===== config.mk =====
export PLATFORM = sky130hd
export DESIGN_NAME = score_leaderboard
export DESIGN_NICKNAME = d
export VERILOG_FILES = /design/src/rtl/score_leaderboard.sv
export SDC_FILE = /design/constraint.sdc
export NUM_CORES = 1
export LEC_CHECK = 0
export ABC_CLOCK_PERIOD_IN_PS = 13600
export BUFFER_PORTS_ARGS = -buffer_cell sky130_fd_sc_hd__buf_2
export CORE_MARGIN = 3
export CORE_UTILIZATION = 40
export CTS_BUF_LIST = sky130_fd_sc_hd__clkbuf_8
export DETAILED_ROUTE_END_ITERATION = 16
export PLACE_DENSITY = 0.61
export SETUP_SLACK_MARGIN = 0.2
export SYNTH_ARGS = -nofsm -noshare
export SYNTH_HDL_FRONTEND = slang
export SYNTH_SLANG_ARGS = --single-unit

===== constraint.sdc =====
create_clock -name clk -period 13.6 [get_ports clk]
set_clock_uncertainty 0.15 [all_clocks]
set_input_delay 0 -clock clk [delete_from_list [all_inputs] [get_ports clk]]
set_output_delay 0 -clock clk [all_outputs]
set_load 0.05 [all_outputs]

===== src/rtl/score_leaderboard.sv =====
// Sorted high-score table: keeps the best NUM_ENTRIES non-guest BCD scores with
// UIDs fetched from a synchronous ROM; rank 0 and a rank read port are exposed.
module score_leaderboard #(
  parameter int  NUM_ENTRIES = 4,
  parameter int  DIGITS      = 2,
  parameter int  IDX_W       = 5,
  parameter int  UID_W       = 16,
  parameter int  ROM_LAT     = 1,
  localparam int RANK_W      = $clog2(NUM_ENTRIES),
  localparam int SCORE_W     = 4 * DIGITS
) (
  input  logic               clk,
  input  logic               rst,
  input  logic               sub_valid,
  output logic               sub_ready,
  input  logic               sub_guest,
  input  logic [IDX_W-1:0]   sub_idx,
  input  logic [SCORE_W-1:0] sub_score,
  input  logic               clr_table,
  output logic [IDX_W-1:0]   rom_addr,
  input  logic [UID_W-1:0]   rom_data,
  input  logic [RANK_W-1:0]  rd_rank,
  output logic               rd_valid,
  output logic [UID_W-1:0]   rd_uid,
  output logic [SCORE_W-1:0] rd_score,
  output logic [UID_W-1:0]   top_uid,
  output logic [SCORE_W-1:0] top_score,
  output logic               done,
  output logic               done_placed,
  output logic [RANK_W-1:0]  done_rank,
  output logic               err_bcd
);

  localparam int CNT_W = (ROM_LAT > 1) ? $clog2(ROM_LAT) : 1;

  typedef enum logic [1:0] {S_IDLE, S_WAIT, S_INSERT, S_DONE} state_t;

  state_t               state_q, state_d;
  logic [SCORE_W-1:0]   score_q;
  logic [IDX_W-1:0]     rom_addr_q;
  logic [CNT_W-1:0]     cnt_q;
  logic                 placed_q;
  logic [RANK_W-1:0]    rank_q;
  logic                 err_q;

  logic                 valid_q [NUM_ENTRIES];
  logic [UID_W-1:0]     uid_q   [NUM_ENTRIES];
  logic [SCORE_W-1:0]   tscore_q[NUM_ENTRIES];
  logic                 valid_d [NUM_ENTRIES];
  logic [UID_W-1:0]     uid_d   [NUM_ENTRIES];
  logic [SCORE_W-1:0]   tscore_d[NUM_ENTRIES];

  logic                 accept;
  logic [RANK_W:0]      ins_pos;
  logic                 ins_fits;

  function automatic logic bcd_ok(input logic [SCORE_W-1:0] s);
    logic ok;
    ok = 1'b1;
    for (int d = 0; d < DIGITS; d++) begin
      if (s[4*d +: 4] > 4'd9) ok = 1'b0;
    end
    return ok;
  endfunction

  assign accept = sub_valid && (state_q == S_IDLE) && !clr_table;

  always_ff @(posedge clk) begin
    if (rst) state_q <= S_IDLE;
    else     state_q <= state_d;
  end

  always_comb begin
    state_d = state_q;
    case (state_q)
      S_IDLE:   if (accept) state_d = (!bcd_ok(sub_score) || sub_guest) ? S_DONE : S_WAIT;
      S_WAIT:   if (cnt_q == '0) state_d = S_INSERT;
      S_INSERT: state_d = S_DONE;
      S_DONE:   state_d = S_IDLE;
      default:  state_d = S_IDLE;
    endcase
    if (clr_table) state_d = S_IDLE;
  end

  always_comb begin
    sub_ready   = (state_q == S_IDLE);
    done        = (state_q == S_DONE);
    done_placed = done && placed_q;
    done_rank   = (done && placed_q) ? rank_q : '0;
    err_bcd     = done && err_q;
  end

  // Control and result registers
  always_ff @(posedge clk) begin
    if (rst) begin
      rom_addr_q <= '0;
      cnt_q      <= '0;
      placed_q   <= 1'b0;
      rank_q     <= '0;
      err_q      <= 1'b0;
    end else begin
      if (accept) begin
        rom_addr_q <= sub_idx;
        cnt_q      <= CNT_W'(ROM_LAT - 1);
        placed_q   <= 1'b0;
        rank_q     <= '0;
        err_q      <= !bcd_ok(sub_score);
      end else if (state_q == S_WAIT && cnt_q != '0) begin
        cnt_q <= cnt_q - 1'b1;
      end
      if (state_q == S_INSERT && !clr_table) begin
        placed_q <= ins_fits;
        rank_q   <= ins_fits ? ins_pos[RANK_W-1:0] : '0;
      end
    end
  end

  always_ff @(posedge clk) begin
    if (accept) score_q <= sub_score;
  end

  // Equal scores count as better, so a tie lands below the existing entry
  always_comb begin
    ins_pos = '0;
    for (int i = 0; i < NUM_ENTRIES; i++) begin
      if (valid_q[i] && tscore_q[i] >= score_q) ins_pos = ins_pos + (RANK_W+1)'(1);
    end
    ins_fits = ins_pos < (RANK_W+1)'(NUM_ENTRIES);

    for (int i = 0; i < NUM_ENTRIES; i++) begin
      valid_d[i]  = valid_q[i];
      uid_d[i]    = uid_q[i];
      tscore_d[i] = tscore_q[i];
    end
    if (state_q == S_INSERT && ins_fits) begin
      for (int i = 1; i < NUM_ENTRIES; i++) begin
        if ((RANK_W+1)'(i) > ins_pos) begin
          valid_d[i]  = valid_q[i-1];
          uid_d[i]    = uid_q[i-1];
          tscore_d[i] = tscore_q[i-1];
        end
      end
      for (int i = 0; i < NUM_ENTRIES; i++) begin
        if ((RANK_W+1)'(i) == ins_pos) begin
          valid_d[i]  = 1'b1;
          uid_d[i]    = rom_data;
          tscore_d[i] = score_q;
        end
      end
    end
  end

  always_ff @(posedge clk) begin
    for (int i = 0; i < NUM_ENTRIES; i++) begin
      if (rst || clr_table) begin
        valid_q[i]  <= 1'b0;
        uid_q[i]    <= '0;
        tscore_q[i] <= '0;
      end else begin
        valid_q[i]  <= valid_d[i];
        uid_q[i]    <= uid_d[i];
        tscore_q[i] <= tscore_d[i];
      end
    end
  end

  assign rom_addr  = rom_addr_q;
  assign rd_valid  = valid_q[rd_rank];
  assign rd_uid    = valid_q[rd_rank] ? uid_q[rd_rank] : '0;
  assign rd_score  = valid_q[rd_rank] ? tscore_q[rd_rank] : '0;
  assign top_uid   = valid_q[0] ? uid_q[0] : '0;
  assign top_score = valid_q[0] ? tscore_q[0] : '0;

endmodule


Word-level counts from Yosys, hierarchy flattened
Memories as Yosys holds them, arrays and structs flattened.
Index checks and enable logic that the tools add are counted.
{ "totals": {"mem_count": 3, "romBits": 0, "output_inout_bits": 60, "mem_bits_rw": 100, "in_bits": 36, "latchBits": 0, "ff_bits": 20} }
{ "mem_list": {"columns": ["memory", "words", "width", "rd", "rd_clocked_by_memory_dff", "write_ports", "line_no", "text"], "rows": [
  ["uid_q", 4, 16, 4, 0, 4, "47", "logic [UID_W-1:0] uid_q [NUM_ENTRIES];"],
  ["tscore_q", 4, 8, 5, 0, 4, "48", "logic [SCORE_W-1:0] tscore_q[NUM_ENTRIES];"],
  ["valid_q", 4, 1, 5, 0, 4, "46", "logic valid_q [NUM_ENTRIES];"]
]} }
{ "op_classes": {"n_eq_ne": 10, "n_shift": 0, "n_lt_le_gt_ge": 10, "muxes": 62, "bitwise_logic": 12, "n_reduce_logical": 23, "mul": 0, "n_addsub": 4, "div_mod_pow": 0} }
{ "op_table": {"columns": ["cell", "n"], "rows": [
  ["16-bit 2-to-1 mux", 13],
  ["8-bit 2-to-1 mux", 13],
  ["64-bit 2-to-1 mux", 1],
  ["8-bit >= comparator", 4],
  ["32-bit 2-to-1 mux", 1],
  ["1-bit 2-to-1 mux", 22],
  ["2-bit 2-to-1 mux", 7],
  ["1-bit OR", 12],
  ["1-bit logical AND", 11],
  ["3-bit by 1-bit adder with 3-bit output (second input constant)", 3],
  ["3-bit 2-to-1 mux", 3],
  ["4-bit > comparator (second input constant)", 2],
  ["2-bit one-hot mux with 4 select lines", 1],
  ["2-bit by 3-bit equality test with 1-bit output (first input constant)", 2],
  ["2-bit by 3-bit > comparator with 1-bit output (first input constant)", 2],
  ["2-bit equality test (second input constant)", 2],
  ["4-bit 2-to-1 mux", 1],
  ["2-bit OR reduction", 2],
  ["1-bit by 3-bit equality test with 1-bit output (first input constant)", 1],
  ["1-bit by 3-bit > comparator with 1-bit output (first input constant)", 1],
  ["1-bit zero test", 3],
  ["3-bit zero test", 1],
  ["3-bit less-than comparator (second input constant)", 1],
  ["3-bit inequality test (second input constant)", 1],
  ["10 further kinds", 11]
]} }

Logic depth before layout (Yosys ltp)
An unclocked memory read counts as a cell.
{ "depth": {"ltp_word": 15, "depth_mapped": 21} }

Worst setup path after synthesis
No wires, ideal clock.
{ "synth_timing": {"path_type": "register to register", "start": "reg score_q[0]", "end": "mem uid_q[3][10], data pin", "arrival_ns": 4.113, "stages_incl_launch_ff": 20, "n_path_buf": 2, "synth_period_minus_slack_ns": 4.522, "slack_ns": 9.078, "cell_sequence": "edfxtp_1 -> ha_1 -> nand2b_1 -> a21o_1 -> a21o_1 -> a21o_1 -> a21o_1 -> a21o_1 -> a211o_1 -> o211a_1 -> ha_1 -> xor2_4 -> ha_1 -> and3_1 -> xnor2_2 -> or3_1 -> buf_2 -> buf_2 -> nand2_1 -> a21oi_1"} }
{ "synth_lines": {"columns": ["item", "line_no", "text"], "rows": [
  ["start, declared", "39", "logic [SCORE_W-1:0] score_q;"],
  ["start signal, assigned", "119", "if (accept) score_q <= sub_score;"],
  ["end, declared", "47", null]
]} }

==> impl_metrics.toml <==
[run_status]
run_status = "complete, no violations"

[yosys]
synth_area_leaders = "dfxtp_1 (28%), edfxtp_1 (11%), mux4_2 (8.0%)"
syn_nets = 801
yosys_warnings = 0
yosysUniqueCellTypes = 54
syn_area_per_cell_um2 = 9.36
synth_top_area_frac = 0.283
synth_top_cell_by_area = "dfxtp_1"
synthCells = 726
synth_ff_type = "dfxtp_1"
async_flop_share = 0
synth-edff-count = 24
syn_area_um2 = 6800
ys_seq_elements = 120
seq_area_frac_synth = 0.389

[critical_path]
cp.arrival_ns = 5.86
worst-r2r-setup-slack_ns = 7.93
reg2reg_from = "score_q[0]$_DFFE_PP_"
reg2reg_depth = 18
critPathTopFamily = "compound AO/OA/AOI/OAI gates"
slowest_delay_ns = 0.97
crit_chain = "ha_1 -> nand2b_1 -> a21o_1 -> a21o_1 -> a21o_1 -> a21o_1 -> a21o_1 -> a211o_1 -> o211a_1 -> ha_1 -> xor2_4 -> ha_1 -> and3_1 -> xnor2_2 -> nor3_4 -> buf_4 -> nor2_1 -> a311oi_1"
required_ns = 13.79
regToRegEndpoint = "valid_q[1]$_SDFFE_PP0P_"
crit_path_top_delay_cell = "nor3_4"
start_kind = "flop"
crit_type = "reg2reg"
cp-end-kind = "flop"
cp_num_buf_inv = 1
crit_fanout = 43
worst_path_most_repeated_cell = "a21o_1"

[timing]
setup_viol = 0
final_max_slew_viol_count = 0
rsz0062_at_grt = "no"
fin_crit_sh = 0.417
fin_tns_setup_ns = 0
hold_viol_final = 0
max_freq_mhz = 176
finalCriticalPeriod_ns = 5.67
slew_headroom = 0.210
max_slew.worst_pin.slew_ns = 1.18
fin_ws_ns = 7.93

[pwr]
p_sw_uw = 214
p_clk_frac = 0.394
cellPowerDensity_nw_per_um2 = 97.1
intPower_uw = 580
combPwrFrac = 0.123
seq_power_share = 0.483
p_leak_uw = 0.00355
irDropWorstVdd_uv = 90.0
power.total_uw = 793
swShare = 0.270

[cts]
postCtsSetupBuffers = 0
insertion_delay_ns = 0.44
htreeDepth = 4
cts_buffers = 17
cts_tree = "yes"
cts_root_buf = "clkbuf_8"
clk_pin_slew_ns = 0.07
cts_num_sinks = 120
clk_path_buf_depth = 2

[place]
numPortBuffers = 95
gp_congestion = 0.878
dp_hpwl_um = 11700
dp_slack_ns = 7.98

[hold_path]
min_path_cells = 4
hp-class = "in2reg"
hp-start = "sub_valid"
holdPathEnd = "err_q$_SDFFE_PP0P_"

[global_route]
antenna_found_initial = 0
grt_use_total = 0.209
grt_pass1_vias = 5649
grt_pass1_wl_um = 30200
grt_overflow = 0
grt_max_degree = 56

[route]
ant_nets = 0
detail_route.wl_per_cell_um = 17.5
firstDrtPassIters = 5
drt_iter0_markers = 354
via_per_inst = 5.40
drc_errors = 0
dr_total_vias = 5788
totalWireLength_um = 18800

[layout]
n_fill_cell = 1581
area_growth_pct = 20.2
multi_input_comb_area_um2 = 3880
num-nets-final = 913
drive_gt1_frac = 0.203
antennaDiodeCount = 0
regArea_um2 = 2640

[floorplan]
num_io_pins = 96
die_w_um = 136
fp.coreArea_um2 = 16600
std_cell_rows = 47
die_h_um = 136
die-area_um2 = 18600
initial_utilization = 0.410

[run]
maxCapViolCount = 0
logic make-up (layout without fill, tap and decap cells):
logic type | Yosys count | after routing | share of synthesized area
fa+ha+maj | 39 | 39 | 0.0718
xor+xnor | 4 | 4 | 0.0101
flops | 120 | 120 | 0.389
buf+inv | 68 | 193 | 0.0456
compound gates | 188 | 188 | 0.168
mux | 69 | 69 | 0.148
simple gates | 238 | 238 | 0.168
routing by layer:
metal / vias to the layer above / track usage / routed length, um
li1: 2841 / - / -
met1: 2747 / 0.288 / 8690
met2: 177 / 0.333 / 8820
met3: 23 / 0.0455 / 1000
met4: 0 / 0.0566 / 288
met5: - / 0 / 0
layout make-up:
class                      count  area share
clock buffer                  19      0.0320
clock inverter                13      0.0139
inverter                      18     0.00827
multi-input combinational    538       0.475
sequential                   120       0.323
tap                          220      0.0337
timing repair buffer         143       0.114
power by group through the flow:
stage	Clock, uW	Combinational [uW]	Sequential [uW]
global placement	0	88.7	391
global route	335	108	384
finish	313	97.7	383
floorplan	0	60.8	390
CTS	320	98.0	383
detailed placement	0	89.8	391
registers in the layout, summed over array words and instances, names as in the netlist:
register  flops
valid_q       4
rank_q        2
state_q       2
err_q         1
rom_addr      5
uid_q        64
cnt_q         1
tscore_q     32
placed_q      1
score_q       8
worst reg2reg max path, cell delays in order (launching register included):
cell and delay [ns]:
edfxtp_1 0.51, ha_1 0.33, nand2b_1 0.14, a21o_1 0.17, a21o_1 0.16, a21o_1 0.17, a21o_1 0.17, a21o_1 0.17
a211o_1 0.30, o211a_1 0.13, ha_1 0.38, xor2_4 0.29, ha_1 0.21, and3_1 0.25, xnor2_2 0.17, nor3_4 0.97
buf_4 0.55, nor2_1 0.08, a311oi_1 0.27
layout by cell type (no fill, tap or decap), drive strengths merged, types with 25 or more instances in the layout:
master,n
mux2i,44
ha,39
dfxtp,96
dlygate4sd3,38
nand3,30
buf,105
and2,25
a21oi,87
nand2,95
nor2,42
o21ai,37
a211oi,26
cells in the mapped netlist, drive strengths merged (7+ instances only):
master	count
buf	26
a21oi	87
nand2	95
edfxtp	24
mux2i	44
o21ai	37
nor2b	24
nor2	42
a21o	11
mux4	24
ha	39
and2	25
nand3	30
a211oi	26
clkbuf	24
inv	17
a31oi	7
dfxtp	96
what timing repair did:
item	4_1_cts	5_1_grt
hold buffers	38	0
endpoints found under the hold margin	84	0
gates resized for setup	0	0
worst max path at each step:
stage                     cells after the start                         end  slack, ns            startpoint
after global placement                       18     valid_q[1]$_SDFFE_PP0P_       8.08  score_q[0]$_DFFE_PP_
after CTS                                    18     valid_q[1]$_SDFFE_PP0P_       7.94  score_q[0]$_DFFE_PP_
after floorplan                              19  uid_q[3][10]$_SDFFCE_PN0P_       9.08  score_q[0]$_DFFE_PP_
after global routing                         18     valid_q[1]$_SDFFE_PP0P_       7.49  score_q[0]$_DFFE_PP_
after detailed placement                     18   uid_q[1][11]$_SDFFE_PP0P_       7.98  score_q[0]$_DFFE_PP_
final                                        18     valid_q[1]$_SDFFE_PP0P_       7.93  score_q[0]$_DFFE_PP_
stage by stage:
stage | instance area, um2 | hold slack (ns) | cells | util
3_3_place_gp | 7410 | 0.0270 | 1001 | 0.447
6_report | 8170 | 0.0439 | 1071 | 0.493
3_5_place_dp | 7410 | 0.0281 | 1001 | 0.447
5_1_grt | 8170 | 0.0416 | 1071 | 0.493
2_1_floorplan | 6800 | -0.0511 | 726 | -
4_1_cts | 8170 | 0.00301 | 1071 | 0.493
(Power assumes the default switching activity.)
